===== config.mk =====
export PLATFORM = sky130hd
export DESIGN_NAME = load_store_unit_flat
export DESIGN_NICKNAME = d
export VERILOG_FILES = /design/src/rtl/load_store_unit_if.sv /design/src/rtl/load_store_unit.sv /design/src/flat_wrapper.sv
export SDC_FILE = /design/constraint.sdc
export NUM_CORES = 1
export LEC_CHECK = 0
export BUFFER_PORTS_ARGS = -buffer_cell sky130_fd_sc_hd__buf_2
export CELL_PAD_IN_SITES_DETAIL_PLACEMENT = 2
export CELL_PAD_IN_SITES_GLOBAL_PLACEMENT = 2
export CORE_MARGIN = 2
export CORE_UTILIZATION = 27
export DETAILED_ROUTE_END_ITERATION = 8
export GPL_TIMING_DRIVEN = 0
export PLACE_DENSITY_LB_ADDON = 0.1
export SYNTH_ARGS = -nofsm -noshare
export SYNTH_HDL_FRONTEND = slang
export SYNTH_SLANG_ARGS = --single-unit

===== constraint.sdc =====
create_clock -name clk -period 2.5 [get_ports clk]
set_clock_uncertainty 0.1 [all_clocks]
set_input_delay 0.25 -clock clk [delete_from_list [all_inputs] [get_ports clk]]
set_output_delay 0.25 -clock clk [all_outputs]
set_load 0.01 [all_outputs]

===== src/rtl/load_store_unit_if.sv =====
// load_store_unit_if
//   Groups the decode-side request handshake and the word-addressed data bus
//   of the load/store unit.
//   Decode side : mem_req, mem_we, mem_byte_enable, mem_unsigned, mem_addr,
//                 mem_wdata -> LSU; mem_valid, mem_rdata, mem_error <- LSU.
//   Memory side : bus_req, bus_we, bus_addr, bus_be, bus_wdata <- LSU;
//                 bus_rdata, bus_ack -> LSU.
//   master : environment view (decode unit + data memory).
//   slave  : load/store unit view.
interface load_store_unit_if #(
    parameter int DATA_WIDTH      = 32,
    parameter int BYTE_DATA_WIDTH = 4
);
    logic                       mem_req;
    logic                       mem_we;
    logic [BYTE_DATA_WIDTH-1:0] mem_byte_enable;
    logic                       mem_unsigned;
    logic [DATA_WIDTH-1:0]      mem_addr;
    logic [DATA_WIDTH-1:0]      mem_wdata;
    logic                       mem_valid;
    logic [DATA_WIDTH-1:0]      mem_rdata;
    logic                       mem_error;

    logic                       bus_req;
    logic                       bus_we;
    logic [DATA_WIDTH-1:0]      bus_addr;
    logic [BYTE_DATA_WIDTH-1:0] bus_be;
    logic [DATA_WIDTH-1:0]      bus_wdata;
    logic [DATA_WIDTH-1:0]      bus_rdata;
    logic                       bus_ack;

    modport master (
        output mem_req, mem_we, mem_byte_enable, mem_unsigned, mem_addr, mem_wdata,
        output bus_rdata, bus_ack,
        input  mem_valid, mem_rdata, mem_error,
        input  bus_req, bus_we, bus_addr, bus_be, bus_wdata
    );

    modport slave (
        input  mem_req, mem_we, mem_byte_enable, mem_unsigned, mem_addr, mem_wdata,
        input  bus_rdata, bus_ack,
        output mem_valid, mem_rdata, mem_error,
        output bus_req, bus_we, bus_addr, bus_be, bus_wdata
    );
endinterface


===== src/rtl/load_store_unit.sv =====
// load_store_unit
//   Data-memory responder for the decode unit's four-phase mem_req/mem_valid
//   handshake. Accepts one request, checks size/alignment, runs a single
//   word-addressed bus transaction, and returns the shifted and extended load
//   result or an error (misaligned, invalid enable, bus timeout).
//   Ports:
//     clk  - clock
//     rst  - synchronous, active-high reset
//     lsu  - load_store_unit_if.slave (request handshake + data bus)
//   Parameters:
//     DATA_WIDTH (32 only), BYTE_DATA_WIDTH (= DATA_WIDTH/8),
//     TIMEOUT_CYCLES (bus_ack wait limit, 0 = no timeout)
module load_store_unit #(
    parameter int DATA_WIDTH      = 32,
    parameter int BYTE_DATA_WIDTH = 4,
    parameter int TIMEOUT_CYCLES  = 16
) (
    input logic              clk,
    input logic              rst,
    load_store_unit_if.slave lsu
);
    localparam int CNT_W = (TIMEOUT_CYCLES > 2) ? $clog2(TIMEOUT_CYCLES) : 1;
    localparam logic [CNT_W-1:0] CNT_LAST = CNT_W'((TIMEOUT_CYCLES > 0) ? TIMEOUT_CYCLES - 1 : 0);

    typedef enum logic [1:0] {
        IDLE,
        BUS,
        DONE
    } state_t;

    state_t                     state_q, state_d;
    logic                       valid_q, valid_d;
    logic [DATA_WIDTH-1:0]      rdata_q, rdata_d;
    logic                       error_q, error_d;
    logic                       breq_q, breq_d;
    logic                       bwe_q, bwe_d;
    logic [DATA_WIDTH-1:0]      baddr_q, baddr_d;
    logic [BYTE_DATA_WIDTH-1:0] bbe_q, bbe_d;
    logic [DATA_WIDTH-1:0]      bwdata_q, bwdata_d;
    logic [CNT_W-1:0]           cnt_q, cnt_d;
    logic                       we_q, we_d;
    logic [BYTE_DATA_WIDTH-1:0] be_q, be_d;
    logic                       uns_q, uns_d;
    logic [1:0]                 off_q, off_d;

    logic                       req_bad;
    logic [DATA_WIDTH-1:0]      shifted;
    logic [DATA_WIDTH-1:0]      load_val;

    // Request legality, evaluated on the live inputs while IDLE.
    always_comb begin
        req_bad = 1'b0;
        unique case (lsu.mem_byte_enable)
            4'b0001: req_bad = 1'b0;
            4'b0011: req_bad = lsu.mem_addr[0];
            4'b1111: req_bad = (lsu.mem_addr[1:0] != 2'b00);
            default: req_bad = 1'b1;
        endcase
    end

    // Bring the addressed lanes down to bit 0, then extend by access size.
    always_comb begin
        shifted  = lsu.bus_rdata >> {off_q, 3'b000};
        load_val = shifted;
        case (be_q)
            4'b0001: load_val = {{(DATA_WIDTH-8){~uns_q & shifted[7]}}, shifted[7:0]};
            4'b0011: load_val = {{(DATA_WIDTH-16){~uns_q & shifted[15]}}, shifted[15:0]};
            default: load_val = shifted;
        endcase
    end

    always_comb begin
        state_d  = state_q;
        valid_d  = valid_q;
        rdata_d  = rdata_q;
        error_d  = error_q;
        breq_d   = breq_q;
        bwe_d    = bwe_q;
        baddr_d  = baddr_q;
        bbe_d    = bbe_q;
        bwdata_d = bwdata_q;
        cnt_d    = cnt_q;
        we_d     = we_q;
        be_d     = be_q;
        uns_d    = uns_q;
        off_d    = off_q;

        unique case (state_q)
            IDLE: begin
                if (lsu.mem_req) begin
                    we_d  = lsu.mem_we;
                    be_d  = lsu.mem_byte_enable;
                    uns_d = lsu.mem_unsigned;
                    off_d = lsu.mem_addr[1:0];
                    if (req_bad) begin
                        valid_d = 1'b1;
                        error_d = 1'b1;
                        rdata_d = '0;
                        state_d = DONE;
                    end else begin
                        breq_d   = 1'b1;
                        bwe_d    = lsu.mem_we;
                        baddr_d  = {lsu.mem_addr[DATA_WIDTH-1:2], 2'b00};
                        bbe_d    = lsu.mem_byte_enable << lsu.mem_addr[1:0];
                        bwdata_d = lsu.mem_wdata << {lsu.mem_addr[1:0], 3'b000};
                        cnt_d    = '0;
                        state_d  = BUS;
                    end
                end
            end
            BUS: begin
                if (lsu.bus_ack) begin
                    breq_d  = 1'b0;
                    valid_d = 1'b1;
                    error_d = 1'b0;
                    rdata_d = we_q ? '0 : load_val;
                    state_d = DONE;
                end else if (TIMEOUT_CYCLES != 0 && cnt_q == CNT_LAST) begin
                    // cnt runs 0..TIMEOUT_CYCLES-1, so bus_req spans exactly TIMEOUT_CYCLES cycles.
                    breq_d  = 1'b0;
                    valid_d = 1'b1;
                    error_d = 1'b1;
                    rdata_d = '0;
                    state_d = DONE;
                end else if (cnt_q != '1) begin
                    cnt_d = cnt_q + 1'b1;
                end
            end
            DONE: begin
                if (!lsu.mem_req) begin
                    valid_d = 1'b0;
                    state_d = IDLE;
                end
            end
            default: state_d = IDLE;
        endcase
    end

    always_ff @(posedge clk) begin
        if (rst) begin
            state_q  <= IDLE;
            valid_q  <= 1'b0;
            rdata_q  <= '0;
            error_q  <= 1'b0;
            breq_q   <= 1'b0;
            bwe_q    <= 1'b0;
            baddr_q  <= '0;
            bbe_q    <= '0;
            bwdata_q <= '0;
            cnt_q    <= '0;
            we_q     <= 1'b0;
            be_q     <= '0;
            uns_q    <= 1'b0;
            off_q    <= 2'b00;
        end else begin
            state_q  <= state_d;
            valid_q  <= valid_d;
            rdata_q  <= rdata_d;
            error_q  <= error_d;
            breq_q   <= breq_d;
            bwe_q    <= bwe_d;
            baddr_q  <= baddr_d;
            bbe_q    <= bbe_d;
            bwdata_q <= bwdata_d;
            cnt_q    <= cnt_d;
            we_q     <= we_d;
            be_q     <= be_d;
            uns_q    <= uns_d;
            off_q    <= off_d;
        end
    end

    assign lsu.mem_valid = valid_q;
    assign lsu.mem_rdata = rdata_q;
    assign lsu.mem_error = error_q;
    assign lsu.bus_req   = breq_q;
    assign lsu.bus_we    = bwe_q;
    assign lsu.bus_addr  = baddr_q;
    assign lsu.bus_be    = bbe_q;
    assign lsu.bus_wdata = bwdata_q;
endmodule


===== src/flat_wrapper.sv =====
// flat-port wrapper written by rule: the top's interface ports become plain ports
module load_store_unit_flat 
#(
    parameter int DATA_WIDTH      = 32,
    parameter int BYTE_DATA_WIDTH = 4,
    parameter int TIMEOUT_CYCLES  = 16
)
  (clk, rst, lsu_mem_req, lsu_mem_we, lsu_mem_byte_enable, lsu_mem_unsigned, lsu_mem_addr, lsu_mem_wdata, lsu_bus_rdata, lsu_bus_ack, lsu_mem_valid, lsu_mem_rdata, lsu_mem_error, lsu_bus_req, lsu_bus_we, lsu_bus_addr, lsu_bus_be, lsu_bus_wdata);
  load_store_unit_if #(.DATA_WIDTH(DATA_WIDTH), .BYTE_DATA_WIDTH(BYTE_DATA_WIDTH)) lsu_i ();
  input logic clk;
  input logic rst;
  input wire logic [$bits(lsu_i.mem_req)-1:0] lsu_mem_req;
  input wire logic [$bits(lsu_i.mem_we)-1:0] lsu_mem_we;
  input wire logic [$bits(lsu_i.mem_byte_enable)-1:0] lsu_mem_byte_enable;
  input wire logic [$bits(lsu_i.mem_unsigned)-1:0] lsu_mem_unsigned;
  input wire logic [$bits(lsu_i.mem_addr)-1:0] lsu_mem_addr;
  input wire logic [$bits(lsu_i.mem_wdata)-1:0] lsu_mem_wdata;
  input wire logic [$bits(lsu_i.bus_rdata)-1:0] lsu_bus_rdata;
  input wire logic [$bits(lsu_i.bus_ack)-1:0] lsu_bus_ack;
  output wire logic [$bits(lsu_i.mem_valid)-1:0] lsu_mem_valid;
  output wire logic [$bits(lsu_i.mem_rdata)-1:0] lsu_mem_rdata;
  output wire logic [$bits(lsu_i.mem_error)-1:0] lsu_mem_error;
  output wire logic [$bits(lsu_i.bus_req)-1:0] lsu_bus_req;
  output wire logic [$bits(lsu_i.bus_we)-1:0] lsu_bus_we;
  output wire logic [$bits(lsu_i.bus_addr)-1:0] lsu_bus_addr;
  output wire logic [$bits(lsu_i.bus_be)-1:0] lsu_bus_be;
  output wire logic [$bits(lsu_i.bus_wdata)-1:0] lsu_bus_wdata;
  assign lsu_i.mem_req = lsu_mem_req;
  assign lsu_i.mem_we = lsu_mem_we;
  assign lsu_i.mem_byte_enable = lsu_mem_byte_enable;
  assign lsu_i.mem_unsigned = lsu_mem_unsigned;
  assign lsu_i.mem_addr = lsu_mem_addr;
  assign lsu_i.mem_wdata = lsu_mem_wdata;
  assign lsu_i.bus_rdata = lsu_bus_rdata;
  assign lsu_i.bus_ack = lsu_bus_ack;
  assign lsu_mem_valid = lsu_i.mem_valid;
  assign lsu_mem_rdata = lsu_i.mem_rdata;
  assign lsu_mem_error = lsu_i.mem_error;
  assign lsu_bus_req = lsu_i.bus_req;
  assign lsu_bus_we = lsu_i.bus_we;
  assign lsu_bus_addr = lsu_i.bus_addr;
  assign lsu_bus_be = lsu_i.bus_be;
  assign lsu_bus_wdata = lsu_i.bus_wdata;
  load_store_unit #(.DATA_WIDTH(DATA_WIDTH), .BYTE_DATA_WIDTH(BYTE_DATA_WIDTH), .TIMEOUT_CYCLES(TIMEOUT_CYCLES)) u_core (.clk(clk), .rst(rst), .lsu(lsu_i));
endmodule

* After elaboration in Yosys (flattened, before gate mapping)
Index checks and enable logic that the tools add are counted.
Word-level totals: bits in writable memories 0, bits in latches 0, memories kept 0, ROM bits 0, flip-flop bits (word level) 116, output and inout port bits 104
Operators by class: add/sub/neg operators 1, shift operators 3, divide/modulo/power cells 0, reductions and logical operators 11, bitwise logic cells 4, order comparisons 0, multiplexer cells 33, equality and inequality tests 17, $mul 0
Operators by type and width (number):
- $mux 32 | 5
- $pmux 32 s2 | 2
- $shl 32x5->32 | 1
- $shr 32x5->32 | 1
- $mux 4 | 5
- $mux 1 | 10
- $mux 2 | 5
- $ne 2x2->1 const B | 5
- $eq 4x1->1 const B | 2
- $eq 4x2->1 const B | 2
- $eq 4x4->1 const B | 2
- $pmux 4 s2 | 1
- $reduce_and 4->1 | 2
- $pmux 1 s3 | 2
- $pmux 2 s3 | 1
- $reduce_and 3->1 | 2
- $reduce_and 6->1 | 1
- $reduce_and 5->1 | 1
- $add 4x1->4 const B | 1
- $ne 2x1->1 const B | 2
- $ne 4x4->1 const B | 1
- $pmux 1 s2 | 2
- $reduce_bool 2->1 | 2
- $shl 4x2->4 | 1
- other kinds (8) | 10

* Longest topological paths before layout
Gate-level depths: netlist of the first run.
word-level depth 6, mapped depth 9, depth with buffers taken out 5

* Worst setup path after synthesis of the first run
No wires, ideal clock.
kind register to register, start point register u_core.off_q[0], end point register u_core.rdata_q[24] (netlist: u_core.lsu.mem_rdata[24]), library setup time 0.123 ns, setup slack 0.590 ns, data arrival time 1.687 ns, path buffers 2, period minus slack after synthesis 1.910 ns, stages on the path, launching flop included 7, data required time 2.277 ns, path through dfxtp_1 buf_2 mux2_2 nor3b_1 a2111oi_4 buf_6 a221o_2
Between the ends: word-level cells in the longest chain between the ends 6
RTL lines:
- from (decl) | RTL line load_store_unit.sv:44 | logic [1:0] off_q, off_d;
- from (signal assigned) | RTL line load_store_unit.sv:154 | off_q <= 2'b00;
- from (signal assigned) | RTL line load_store_unit.sv:169 | off_q <= off_d;
- $shr 32x5->32 * | RTL line load_store_unit.sv:63 | shifted = lsu.bus_rdata >> {off_q, 3'b000};
- $and 1x1->1, on equally long branches | RTL line load_store_unit.sv:67, load_store_unit.sv:66
- $pmux 32 s2 * | RTL line load_store_unit.sv:65 | case (be_q)
- $mux 32 * | RTL line load_store_unit.sv:116 | rdata_d = we_q ? '0 : load_val;
- $mux 32 * | RTL line load_store_unit.sv:112 | if (lsu.bus_ack) begin
- $pmux 32 s2 * | RTL line load_store_unit.sv:88 | unique case (state_q)
- to (signal assigned) | RTL line load_store_unit.sv:158 | rdata_q <= rdata_d;
- to (decl) | RTL line load_store_unit.sv:33 | logic [DATA_WIDTH-1:0] rdata_q, rdata_d;
Mark *: on every way between the ends. The rest lies on a longest branch, timed or not. A chain may end at the register's enable or synchronous reset.

* Final worst setup path of the first run
start point register u_core.state_q[0], end point register u_core.rdata_q[21] (netlist: u_core.lsu.mem_rdata[21])
Between the ends: word-level cells in the longest chain between the ends 3
RTL lines:
- from (decl) | RTL line load_store_unit.sv:31 | state_t state_q, state_d;
- from (signal assigned) | RTL line load_store_unit.sv:156 | state_q <= state_d;
- $eq 2x1->1 or $logic_not 2->1 (tied branches) | RTL line load_store_unit.sv:88
- $ne 3x2->1 (no source line) (tied with other cells)
- $reduce_and 4->1 (no source line)
Several ways; a longest one is shown, not always the timed one.

==> results of run 1 <==
-- repair_timing --
action                     in CTS  in global routing
cloned                          0                  0
hold endpoints to repair       37                  0
setup endpoints to repair       2                 18
hold buffers                   37                  0
resized for setup               0                  1
pin swaps                       0                  1
buffers inserted                0                  1
-- cells by family after synthesis --
kind of cell    count (synthesis)  synth area share, %
compound gates                220                 26.2
xor+xnor                        3                0.496
fa+ha+maj                       1                0.236
buf+inv                        69                 5.85
flops                         116                 43.8
mux                            53                 10.6
other cells                     1               0.0708
simple gates                  136                 12.7
-- worst paths after layout --
path | endpoint | slack (ns) | cells past startpoint
setup / recovery | u_core.lsu.mem_rdata[21] | 0.23 | 5
hold / removal | u_core.lsu.mem_rdata[29] | 0.02 | 2
hold reg to reg | u_core.lsu.mem_error | 0.35 | 2
setup reg to reg | u_core.lsu.mem_rdata[21] | 0.23 | 5
-- power by group through the flow --
stage | registers (uW) | clock network (uW) | logic, uW
2_1_floorplan | 1950 | 0 | 315
3_3_place_gp | 1940 | 0 | 579
3_5_place_dp | 1940 | 0 | 597
4_1_cts | 1900 | 2710 | 645
5_1_grt | 1910 | 2810 | 705
6_report | 1900 | 2650 | 641
-- state kept, by name, summed over array words and instances (netlist names), 2 cells and up --
name	cells
u_core.lsu.bus_addr	30
u_core.cnt_q	4
u_core.state_q	2
u_core.off_q	2
u_core.lsu.bus_be	4
u_core.lsu.mem_rdata	32
u_core.lsu.bus_wdata	32
u_core.be_q	4
-- worst max-delay path: cells and delay by family, from the launching register on --
family / cells / cell delay (ns)
buffers and inverters: 1 / 0.22
DFF: 1 / 0.37
and+or+nand+nor: 2 / 0.88
AOI/OAI and AO/OA: 2 / 0.65
-- cell type report --
cell class | instances | area, um^2
fillers | 2206 | 11700
multi-input cells | 415 | 2680
flip-flops and latches | 116 | 2320
repair buffers | 244 | 1410
clock buffers | 23 | 488
well taps | 265 | 332
plain buffers | 64 | 292
clock inverters | 8 | 148
inverters | 4 | 15.0
-- layer usage --
layer  share of wire, %  routed length [um]  vias to the layer above
li1                   -                   -                     2741
met5                  0                   0                        -
met2                 50               11300                      147
met1                 44                9880                     2827
met3                5.3                1190                       18
met4               0.84                 189                        0
-- placed cells by master, fill, tap and decap left out, types with 10 or more instances in the layout --
master         netlist  final
clkbuf_1            40     41
a221o_2             10     10
mux2i_1             35     35
o21ai_0             60     60
nor2_1              28     28
mux2_2              17     17
dfxtp_1            116    116
nand2_1             34     34
dlygate4sd3_1        0     37
buf_2               14    220
a21oi_1             94     93
nand3_1             34     34
clkbuf_16            0     17
-- per-stage QoR --
| stage | utilization (%) | worst slack (ns) | TNS, ns | hold slack, ns | area [um^2] |
|---|---|---|---|---|---|
| 2_1_floorplan | - | 0.590 | 0 | 0.286 | 5300 |
| 3_3_place_gp | 34.5 | 0.0413 | 0 | 0.343 | 6670 |
| 3_5_place_dp | 34.5 | -0.0562 | -0.0842 | 0.343 | 6670 |
| 4_1_cts | 39.7 | 0.105 | 0 | 0.00736 | 7670 |
| 5_1_grt | 39.7 | 0.0204 | 0 | 0.0158 | 7680 |
| 6_report | 39.7 | 0.226 | 0 | 0.0169 | 7680 |
==> metrics.cfg, run 1 <==
[status]
status=complete, no violations

[detailed_routing]
ant_nets=0
avgRoutedWirePerCell_um=19.8
firstDrtPassIters=4
viasPerCell=5.03
drc_errors=0
dr.first_iter.drc_count=203
vias=5733
wl_um=22500

[setup_path]
crit_slowest_cell=a2111oi_4
crit_path_start_kind=flip-flop
arrival_ns=2.53
worst-path-max-fanout=10
critPathRequiredTime_ns=2.76
crit_type=reg2reg
cp_cell_sequence=nor2b_1, nand3_1, a2111oi_4, buf_4, a221o_1
critical_path.startpoint=u_core.state_q[0]
cp-end-kind=flip-flop
r2r_start=u_core.state_q[0]
critPathMaxStageDelay_ns=0.53

[clocking]
cts_tree=yes
cts.htree.levels=4
cts_max_path_buffers=2
cts_made_buffers=17
clk_latency_ns=0.42
clkSinkCount=116
clockRootBuffer=clkbuf_16
clk_pin_slew_ns=0.06

[synth]
synth.area.top_cells=dfxtp_1 (44%), a21oi_1 (8.9%), mux2i_1 (6.6%), o21ai_0 (5.7%), mux2_2 (3.6%)
netlist.top_cell.by_area=dfxtp_1
ys_seq_area_share_pct=43.8
synthDistinctLibCells=43
synth_edf_count=0
netlist_instances=599
synthesis.area_um2=5300
synthTopCellsByCount=dfxtp_1 (116), a21oi_1 (94), o21ai_0 (60)
ys_seq_elements=116
synth.most_common_cell=dfxtp_1
yosysTopAreaCellShare_pct=43.8
avgSynthCellArea_um2=8.85
yosys_warnings=0
synthArstFlopShare_pct=0
synthFlopType=dfxtp_1

[final_layout]
syn_to_final_growth_pct=44.9
nNetsFinal=969
antenna_cells=0
drive_gt1_share_pct=33.0
final_cells=1139

[global_route]
grt_max_degree=20
grt_use_met1_pct=27.8
grt_busiest_layer=met2
grt_overflow=0
use_met3_pct=5.10
grt_pass1_wl_um=34700
grt_pass1_vias=6090
grt_usage_pct=21.7
grtUsageMet2_pct=37.4
antenna_found_initial=0

[timing]
period_needed_ns=2.27
min_period_over_period_pct=90.9
timing.fmax_mhz=440
hold_viol_final=0
relSlewSlack_pct=56.9
setup_violations=0
rsz0062_at_grt=false
final_max_slew_viol_count=0
tightestPinTransition_ns=0.645

[place]
place_congestion=0.874
post-dp-hpwl_um=17000
io_buffer_count=206
dp_cells=1071

[die]
start_util_pct=27.4
pin_count=210
coreArea_um2=19300
die_h_um=144
die_w_um=144
die-area_um2=20800
num_rows=51

[worst_hold_path]
min_path_type=in2reg
worstHoldStart=lsu_bus_rdata[29]

[power_and_ir_drop]
p_comb_share_pct=12.3
p_clk_share_pct=51.0
p_leak_uw=0.00331
switching_share_pct=24.8
finalPower_uw=5190
power_frac_seq_pct=36.7
powerDensity_nw_per_um2=676
switchingPower_uw=1290
intPower_uw=3910
ir_drop_v=0.000477

[flow_run]
drv_cap=0

Power figures use the tool's default switching activity.
==> run 2: changes to the inputs <==
--- a/config.mk
+++ b/config.mk
@@ -5,11 +5,12 @@
 export SDC_FILE = /design/constraint.sdc
 export NUM_CORES = 1
 export LEC_CHECK = 0
+export ABC_AREA = 1
 export BUFFER_PORTS_ARGS = -buffer_cell sky130_fd_sc_hd__buf_2
 export CELL_PAD_IN_SITES_DETAIL_PLACEMENT = 2
 export CELL_PAD_IN_SITES_GLOBAL_PLACEMENT = 2
 export CORE_MARGIN = 2
-export CORE_UTILIZATION = 27
+export CORE_UTILIZATION = 25
 export DETAILED_ROUTE_END_ITERATION = 8
 export GPL_TIMING_DRIVEN = 0
 export PLACE_DENSITY_LB_ADDON = 0.1
==> metrics.cfg, run 2 <==
[status]
status=complete, no violations

[timing]
tightestPinTransition_ns=0.600
relSlewSlack_pct=60.0
period_needed_ns=1.98
hold_viol_final=0
final_max_slew_viol_count=0
min_period_over_period_pct=79.1
timing.setup.tns_ns=0
rsz0062_at_grt=false
timing.fmax_mhz=505
setup_violations=0

[power_and_ir_drop]
powerDensity_nw_per_um2=689
p_leak_uw=0.00389
ir_drop_v=0.000436

[clocking]
clkSinkCount=116
clk_latency_ns=0.41
post_cts_resize_count=0
cts.htree.levels=4
clk_pin_slew_ns=0.06
clockRootBuffer=clkbuf_16
cts_tree=yes
cts_made_buffers=17
cts_max_path_buffers=2

[synth]
ys_seq_elements=116
netlist.top_cell.by_area=dfxtp_1
synth.most_common_cell=nand2_1
synthTopCellsByCount=nand2_1 (239), nor2_1 (157), dfxtp_1 (116)
yosys_warnings=0
synthArstFlopShare_pct=0
synthesis.area_um2=5630
netlist_instances=843
synthFlopType=dfxtp_1
ys_seq_area_share_pct=41.2
avgSynthCellArea_um2=6.68
synthDistinctLibCells=34
synth_edf_count=0
yosysTopAreaCellShare_pct=41.2
synth.area.top_cells=dfxtp_1 (41%), nand2_1 (16%), nor2_1 (10%), o21ai_0 (5.7%), a21oi_1 (5.2%)

[setup_path]
reg2reg_depth=7
critPathRequiredTime_ns=2.70
crit_type=reg2reg
critPathCapture=u_core.lsu.bus_addr[10]
r2r-end=u_core.lsu.bus_addr[10]
critical_path.startpoint=u_core.state_q[1]
crit_path_start_kind=flip-flop
crit_slowest_cell=dfxtp_1
worst-path-max-fanout=10
arrival_ns=2.18
cp-end-kind=flip-flop
crit_family=simple AND/OR/NAND/NOR gates
worst-path-stages=7
critPathMaxStageDelay_ns=0.36
crit_buf_inv=2
cp_cell_sequence=nor2_1, nand3_2, nor2_8, inv_4, buf_6, nor2_1, nor2_1
r2r_start=u_core.state_q[1]
rrSetupSlack_ns=0.52
crit_top_cell=nor2_1

[detailed_routing]
dr.first_iter.drc_count=172
ant_nets=0
viasPerCell=4.60
drc_errors=0
firstDrtPassIters=4
avgRoutedWirePerCell_um=17.5
vias=6397
wl_um=24400

[global_route]
antenna_found_initial=4
grt_pass1_vias=7113
grt_usage_pct=21.0
grt_max_degree=17
grt_pass1_wl_um=38900
grt_overflow=0

[final_layout]
syn_to_final_growth_pct=40.2
nNetsFinal=1203
fillCellCount=2679
drive_gt1_share_pct=26.5
final_common_cell=nand2_1
seqCellArea_um2=2320
postLayoutCoreUtil_pct=35.9
multi_input_area_um2=2850
layout_common_cells=nand2_1 (239), buf_2 (215), nor2_1 (157)

[die]
die_w_um=154
coreArea_um2=22000
num_rows=54
start_util_pct=25.6
pin_count=210
die-area_um2=23700
die_h_um=154

[worst_hold_path]
min_path_type=in2reg

[flow_run]
drv_cap=0

[place]
io_buffer_count=204
post-dp-hpwl_um=18100
place_congestion=0.848

==> run 2: through the flow <==
step,worst slack (ns),total power [uW],instance area [um^2],hold WS [ns],std cells
global route,0.411,5730,7890,0.0451,1389
finish,0.522,5440,7890,0.0268,1390
floorplan,0.966,2560,5630,0.285,844
detailed placement,0.472,2970,7010,0.345,1328
global placement,0.434,2950,7010,0.340,1328
CTS,0.514,5510,7890,0.0264,1389
==> run 2: worst min path at each step <==
stage	startpoint	cells after the start	slack (ns)	end
CTS	lsu_mem_req	3	0.03	u_core.state_q[1]
finish	lsu_mem_addr[25]	3	0.03	u_core.lsu.bus_addr[25]
detailed placement	u_core.lsu.mem_error	2	0.35	u_core.lsu.mem_error
global route	lsu_mem_unsigned	3	0.05	u_core.uns_q
global placement	u_core.lsu.mem_error	2	0.34	u_core.lsu.mem_error
floorplan	lsu_mem_addr[18]	2	0.28	u_core.lsu.bus_addr[18]
==> run 2: routing by layer <==
metal | up-vias | GRT usage [%] | share of wire (%)
li1 | 3212 | - | -
met1 | 3014 | 23.5 | 42
met2 | 146 | 39.6 | 52
met3 | 21 | 5.44 | 5.5
met4 | 4 | 4.94 | 1.1
met5 | - | 0 | 0.12
==> run 2: timing repair <==
| action | 4_1_cts | 5_1_grt |
|---|---|---|
| hold buffers | 29 | 0 |
| buffers inserted | 0 | 0 |
| hold endpoints to repair | 29 | 0 |
==> run 2: cell type report <==
type | count | area share [%]
clock inverter | 14 | 1.95
tap | 280 | 4.44
sequential | 116 | 29.4
timing repair buffer | 233 | 16.6
clock buffer | 18 | 5.57
multi-input combinational | 633 | 36.1
antenna | 1 | 0.0317
inverter | 36 | 1.74
buffer | 59 | 4.12
==> run 2: cells by family after synthesis <==
group	share of synthesized area, %
buf+inv	8.22
flops	41.2
other cells	0.0666
compound gates	15.1
xor+xnor	0.156
mux	1.60
simple gates	33.4
fa+ha+maj	0.222
==> run 2: report_power, final <==
part | internal [uW] | switching (uW)
sequential | 1930 | 43.7
clock | 1500 | 978
combinational | 352 | 626
total | 3790 | 1650
==> run 2: worst min-delay path, stage by stage <==
cell	delay (ns)
buf_2	0.07
nor2_1	0.03
nor2_1	0.13
